### config.mk
export PLATFORM = sky130hd
export DESIGN_NAME = spi_slave
export DESIGN_NICKNAME = d
export VERILOG_FILES = /design/src/rtl/spi_pkg.sv /design/src/rtl/spi_input_sync.sv /design/src/rtl/spi_slave.sv
export SDC_FILE = /design/constraint.sdc
export NUM_CORES = 1
export LEC_CHECK = 0
export CAP_MARGIN = 20
export CORE_MARGIN = 2
export CORE_UTILIZATION = 41
export CTS_CLUSTER_DIAMETER = 50
export DETAILED_ROUTE_END_ITERATION = 7
export GPL_ROUTABILITY_DRIVEN = 0
export SLEW_MARGIN = 15
export SYNTH_ARGS = -nofsm -noshare
export SYNTH_HDL_FRONTEND = slang
export SYNTH_SLANG_ARGS = --single-unit
export TNS_END_PERCENT = 100
### constraint.sdc
create_clock -name clk -period 9.14 [get_ports clk]
set_clock_uncertainty 0.2 [all_clocks]
set_input_delay 1.828 -clock clk [delete_from_list [all_inputs] [get_ports clk]]
set_output_delay 1.828 -clock clk [all_outputs]
set_load 0.005 [all_outputs]
### src/rtl/spi_pkg.sv
// Shared SPI definitions: register maps for master and slave, slave STATUS layout,
// frame size and slave state encoding.
package spi_pkg;

    localparam int unsigned FRAME_BITS = 32;
    localparam int unsigned CNT_W      = $clog2(FRAME_BITS);
    localparam int unsigned ADDR_W     = 2;
    localparam int unsigned DATA_W     = 32;

    // spi_master register map
    localparam logic [ADDR_W-1:0] SLAVE_SELECT = 2'd0;
    localparam logic [ADDR_W-1:0] DATA_OUT     = 2'd1;
    localparam logic [ADDR_W-1:0] DATA_IN      = 2'd2;

    // spi_slave register map
    localparam logic [ADDR_W-1:0] STATUS  = 2'd0;
    localparam logic [ADDR_W-1:0] RX_DATA = 2'd1;
    localparam logic [ADDR_W-1:0] TX_DATA = 2'd2;
    localparam logic [ADDR_W-1:0] CONTROL = 2'd3;

    localparam int unsigned ST_RX_VALID   = 0;
    localparam int unsigned ST_OVERRUN    = 1;
    localparam int unsigned ST_TX_PENDING = 2;
    localparam int unsigned ST_BUSY       = 3;
    localparam int unsigned ST_ABORT      = 4;

    // Field order matches the ST_* bit indices (abort is the MSB).
    typedef struct packed {
        logic abort;
        logic busy;
        logic tx_pending;
        logic overrun;
        logic rx_valid;
    } status_t;

    typedef enum logic [1:0] {
        IDLE  = 2'd0,
        SHIFT = 2'd1,
        DONE  = 2'd2
    } slave_state_e;

    function automatic logic [DATA_W-1:0] status_word(input status_t s);
        return DATA_W'(s);
    endfunction

endpackage

### src/rtl/spi_input_sync.sv
// Two-flop synchroniser for an asynchronous input with registered-level edge pulses.
module spi_input_sync #(
    parameter bit RESET_VAL = 1'b0
) (
    input  logic clk,
    input  logic reset,
    input  logic d,
    output logic level,
    output logic rise_c,
    output logic fall_c
);

    logic meta;
    logic sync;
    logic prev;

    always_ff @(posedge clk or posedge reset) begin
        if (reset) begin
            meta <= RESET_VAL;
            sync <= RESET_VAL;
            prev <= RESET_VAL;
        end else begin
            meta <= d;
            sync <= meta;
            prev <= sync;
        end
    end

    assign level  = sync;
    assign rise_c = sync & ~prev;
    assign fall_c = ~sync & prev;

endmodule

### src/rtl/spi_slave.sv
// SPI slave (CPHA=0, LSB first, 32-bit frames) with an Avalon-MM register file.
// Define SPI_SLAVE_IRQ_EN to add the irq port and CONTROL.irq_en.
module spi_slave
    import spi_pkg::*;
#(
    parameter bit CPOL = 1'b0
) (
    input  logic              clk,
    input  logic              reset,
    input  logic              sclk,
    input  logic              mosi,
    input  logic              ss_n,
    output logic              miso,
    output logic              miso_oe,
    input  logic [ADDR_W-1:0] avs_address,
    input  logic              avs_read,
    output logic [DATA_W-1:0] avs_readdata,
    input  logic              avs_write,
    input  logic [DATA_W-1:0] avs_writedata
`ifdef SPI_SLAVE_IRQ_EN
    ,
    output logic              irq
`endif
);

    logic sclk_rise_c;
    logic sclk_fall_c;
    logic ss_rise_c;
    logic ss_fall_c;
    logic mosi_s;
    logic unused_sclk_level;
    logic unused_ss_level;
    logic unused_mosi_rise;
    logic unused_mosi_fall;
    logic unused_rx_msb;

    slave_state_e          state;
    status_t               st;
    logic [DATA_W-1:0]     rx_data;
    logic [DATA_W-1:0]     tx_buf;
    logic [FRAME_BITS-1:0] rx_shift;
    logic [FRAME_BITS-1:0] tx_shift;
    logic [CNT_W-1:0]      bit_cnt;
`ifdef SPI_SLAVE_IRQ_EN
    logic                  irq_en;
`endif

    logic                  lead_c;
    logic                  trail_c;
    logic                  rd_rx_c;
    logic                  wr_c;
    logic                  last_bit_c;
    logic [CNT_W-1:0]      next_cnt_c;
    logic [FRAME_BITS-1:0] tx_load_c;
    logic [FRAME_BITS-1:0] rx_word_c;

    spi_input_sync #(.RESET_VAL(CPOL)) u_sclk_sync (
        .clk    (clk),
        .reset  (reset),
        .d      (sclk),
        .level  (unused_sclk_level),
        .rise_c (sclk_rise_c),
        .fall_c (sclk_fall_c)
    );

    spi_input_sync #(.RESET_VAL(1'b1)) u_ss_sync (
        .clk    (clk),
        .reset  (reset),
        .d      (ss_n),
        .level  (unused_ss_level),
        .rise_c (ss_rise_c),
        .fall_c (ss_fall_c)
    );

    spi_input_sync #(.RESET_VAL(1'b0)) u_mosi_sync (
        .clk    (clk),
        .reset  (reset),
        .d      (mosi),
        .level  (mosi_s),
        .rise_c (unused_mosi_rise),
        .fall_c (unused_mosi_fall)
    );

    // The final bit is taken straight from mosi_s, so rx_shift's MSB is never read back.
    assign unused_rx_msb = rx_shift[FRAME_BITS-1];

    always_comb begin
        lead_c     = CPOL ? sclk_fall_c : sclk_rise_c;
        trail_c    = CPOL ? sclk_rise_c : sclk_fall_c;
        rd_rx_c    = avs_read && (avs_address == RX_DATA);
        wr_c       = avs_write && !avs_read;
        last_bit_c = (bit_cnt == CNT_W'(FRAME_BITS - 1));
        next_cnt_c = bit_cnt + CNT_W'(1);
        tx_load_c  = st.tx_pending ? tx_buf : '0;
        rx_word_c  = {mosi_s, rx_shift[FRAME_BITS-2:0]};
    end

    // Bus updates come first so FSM-raised flags win over same-cycle clears.
    always_ff @(posedge clk or posedge reset) begin
        if (reset) begin
            state        <= IDLE;
            st           <= '0;
            rx_data      <= '0;
            tx_buf       <= '0;
            rx_shift     <= '0;
            tx_shift     <= '0;
            bit_cnt      <= '0;
            miso         <= 1'b0;
            miso_oe      <= 1'b0;
            avs_readdata <= '0;
`ifdef SPI_SLAVE_IRQ_EN
            irq_en       <= 1'b0;
            irq          <= 1'b0;
`endif
        end else begin
            if (avs_read) begin
                case (avs_address)
                    STATUS:  avs_readdata <= status_word(st);
                    RX_DATA: avs_readdata <= rx_data;
                    TX_DATA: avs_readdata <= tx_buf;
`ifdef SPI_SLAVE_IRQ_EN
                    CONTROL: avs_readdata <= DATA_W'(irq_en);
`else
                    CONTROL: avs_readdata <= '0;
`endif
                    default: avs_readdata <= '0;
                endcase
            end

            if (rd_rx_c) begin
                st.rx_valid <= 1'b0;
            end

            if (wr_c) begin
                case (avs_address)
                    STATUS: begin
                        if (avs_writedata[ST_OVERRUN]) st.overrun <= 1'b0;
                        if (avs_writedata[ST_ABORT])   st.abort   <= 1'b0;
                    end
                    TX_DATA: tx_buf <= avs_writedata;
`ifdef SPI_SLAVE_IRQ_EN
                    CONTROL: irq_en <= avs_writedata[0];
`endif
                    default: ;
                endcase
            end

            case (state)
                IDLE: begin
                    if (ss_fall_c) begin
                        tx_shift      <= tx_load_c;
                        st.tx_pending <= 1'b0;
                        miso          <= tx_load_c[0];
                        miso_oe       <= 1'b1;
                        bit_cnt       <= '0;
                        st.busy       <= 1'b1;
                        state         <= SHIFT;
                    end
                end
                SHIFT: begin
                    if (ss_rise_c) begin
                        st.abort <= 1'b1;
                        st.busy  <= 1'b0;
                        miso_oe  <= 1'b0;
                        state    <= IDLE;
                    end else if (lead_c) begin
                        rx_shift[bit_cnt] <= mosi_s;
                        if (last_bit_c) begin
                            rx_data     <= rx_word_c;
                            st.rx_valid <= 1'b1;
                            if (st.rx_valid && !rd_rx_c) st.overrun <= 1'b1;
                            state       <= DONE;
                        end
                    end else if (trail_c) begin
                        bit_cnt <= next_cnt_c;
                        miso    <= tx_shift[next_cnt_c];
                    end
                end
                DONE: begin
                    if (ss_rise_c) begin
                        miso_oe <= 1'b0;
                        st.busy <= 1'b0;
                        state   <= IDLE;
                    end
                end
                default: state <= IDLE;
            endcase

            // A TX_DATA write in the frame-start cycle stays pending for the next frame.
            if (wr_c && (avs_address == TX_DATA)) begin
                st.tx_pending <= 1'b1;
            end

`ifdef SPI_SLAVE_IRQ_EN
            irq <= irq_en & (st.rx_valid | st.overrun | st.abort);
`endif
        end
    end

endmodule

==> flow_summary.yaml <==
setup_path:
  reg2reg_from: "bit_cnt[0]$_DFFE_PP0P_"
  r2r_cells: 7
  cp_max_fo: 33
  arrival_ns: 4.10
  cp.required_ns: 9.26
  end_kind: "flip-flop"
  r2r-end: "miso$_DFFE_PP0P_"
  reg2reg_slack_ns: 5.92
  critical_path_class: "input port to flip-flop"
  start_kind: "input port"
sta:
  setup_violations: 0
  fin_crit_sh: 0.436
  tightest_slew_ns: 0.946
  finalCriticalPeriod_ns: 3.98
  maxSlewHeadroom: 0.370
  fmax_mhz: 251
  rsz0062_at_grt: "no"
  setup_ws_ns: 5.16
  hold_viol: 0
  slew_viol_final: 0
  totalNegativeSetupSlack_ns: 0
detailed_routing:
  dr.first_iter.drc_count: 268
  drt-vias-per-instance: 5.21
  drc: 0
  first_pass_iters: 4
  wirelength_mm: 17.1
  wl_per_cell_um: 17.6
  vias: 5073
  postRouteAntennaNets: 0
clock_tree:
  htree_num_levels: 4
  cts_tree: "built"
  cts_resized: 0
  clock_latency_ns: 0.44
  cts_sinks: 181
  postCtsSetupBuffers: 0
  clk_pin_slew_worst_paths_ns: 0.07
  cts_buffer_depth: 2
  numCtsBuffers: 17
  ctsHoldBuffers: 0
  cts_root_buf: "clkbuf_16"
hold_path:
  hp-start: "u_mosi_sync.meta$_DFF_PP0_"
  hold_path.class: "flip-flop to flip-flop"
  hold_path_depth: 0
  hold_path_end: "u_mosi_sync.level$_DFF_PP0_"
grt:
  grt_usage: 0.181
  grt_remaining_overflow: 0
  grt_pass1_wl_mm: 28.2
  antenna_found_initial: 0
  grt_max_degree: 113
  grt_pass1_vias: 5432
placement:
  portBuffers: 74
  hpwl_mm: 11.1
  dp_slack_ns: 4.71
  dp_cells: 940
yosys:
  synth_cells: 666
  synth_area_leader_cell: "dfrtp_1"
  yosysWarnings: 0
  syn-mean-instance-area_um2: 11.6
  synth_edf_count: 0
  synth.top_cells.by_area: "dfrtp_1, mux2_2, nand2_1"
  synth_nets: 717
  ys_types: 43
  synth_top_area_frac: 0.574
  synthFlopType: "dfrtp_1"
  yosysSeqAreaShare: 0.585
  ys_ff_latch: 181
  postSynth.asyncResetShare: 1.00
  syn-cell-area_um2: 7750
layout:
  synthToLayoutAreaGrowth_pct: 19.8
  layout_common_cells: "dfrtp_1, nand2_1, mux2_2, nor2_1, clkdlybuf4s50_1"
  postLayoutCoreUtil: 0.498
  stdcell_count: 973
  layout_commonest_cell: "dfrtp_1"
  final_nets: 777
  diodes: 0
  drive_above_1_share: 0.180
status:
  outcome: "finished clean"
power:
  ir_drop_uv: 157
  power_density_nw_per_um2: 235
  p_total_mw: 2.18
  power.leakage_nw: 4.21
floorplan:
  core-area_um2: 18600
  dieArea_um2: 20000
  io_pins: 75
  fp.dieH_um: 142
  fp-row-count: 50
  start_util: 0.416
  die_width_um: 142
run:
  drv_cap: 0
-- cells in the mapped netlist (all sizes together), types with 4 or more instances --
cell      n
nand2    89
nor2     75
ha       10
a21oi    38
mux2i     9
mux2     95
mux4      8
nor2b     5
buf      17
dfrtp   178
o21ai    44
inv      10
clkbuf   25
nand3     4
a22oi    27
-- worst max-delay path: stages --
cell             delay [ns]
clkdlybuf4s50_1        0.64
nor2b_2                0.21
buf_4                  0.37
and3b_1                0.22
buf_4                  0.41
mux2_2                 0.39
-- per-layer routing --
layer  GRT usage  up-vias  wire, um
met4      0.0516        0       206
li1            -     2433         -
met3      0.0418       13       955
met1       0.248     2499      7780
met5           0        -         0
met2       0.292      128      8150
-- how the worst max path moves through the flow --
| stage | startpoint | slack [ns] | endpoint | depth (start not counted) |
|---|---|---|---|---|
| after floorplan | reset | 2.20 | avs_readdata[0]$_DFFE_PP0P_ | 1 |
| after global placement | avs_address[1] | 4.85 | tx_buf[15]$_DFFE_PP0P_ | 6 |
| after detailed placement | avs_address[1] | 4.71 | tx_buf[16]$_DFFE_PP0P_ | 6 |
| after CTS | avs_address[1] | 5.16 | tx_buf[16]$_DFFE_PP0P_ | 6 |
| after global routing | avs_address[1] | 5.10 | tx_buf[16]$_DFFE_PP0P_ | 6 |
| final | avs_address[1] | 5.16 | tx_buf[16]$_DFFE_PP0P_ | 6 |
-- power breakdown --
group | internal (mW) | switching (mW) | total, mW
Clock | 0.412 | 0.329 | 0.741
Combinational | 0.201 | 0.206 | 0.407
Sequential | 0.932 | 0.0995 | 1.03
Total | 1.54 | 0.635 | 2.18
-- cell families after synthesis --
family | after synthesis | share of synthesized area
AND/OR/NAND/NOR | 188 | 0.0995
flip-flops | 181 | 0.585
AO/OA/AOI/OAI | 121 | 0.0921
multiplexers | 112 | 0.177
buffers and inverters | 52 | 0.0287
adder cells (fa/ha/maj) | 10 | 0.0161
XOR/XNOR | 2 | 0.00226
-- layout make-up --
| class | instances | area [um2] |
|---|---|---|
| inverters | 10 | 42.5 |
| clock buffers | 18 | 429 |
| repair buffers | 83 | 823 |
| clock inverters | 14 | 165 |
| multi-input cells | 433 | 3000 |
| flip-flops and latches | 181 | 4530 |
| fillers | 1644 | 9350 |
| well taps | 234 | 293 |
-- flip-flops by register name, indices dropped and copies added (netlist names), 2 cells and up --
| register | cells |
|---|---|
| avs_readdata | 32 |
| bit_cnt | 5 |
| rx_shift | 31 |
| tx_shift | 32 |
| rx_data | 32 |
| state | 2 |
| st | 5 |
| tx_buf | 32 |
-- metrics by stage --
step | cell area (um2) | hold WS, ns
2_1_floorplan | 7750 | 0.131
3_5_place_dp | 8670 | 0.135
3_3_place_gp | 8670 | 0.136
5_1_grt | 9290 | 0.150
6_report | 9290 | 0.146
4_1_cts | 9260 | 0.145
Note: power is estimated with default switching activity, not from simulation.
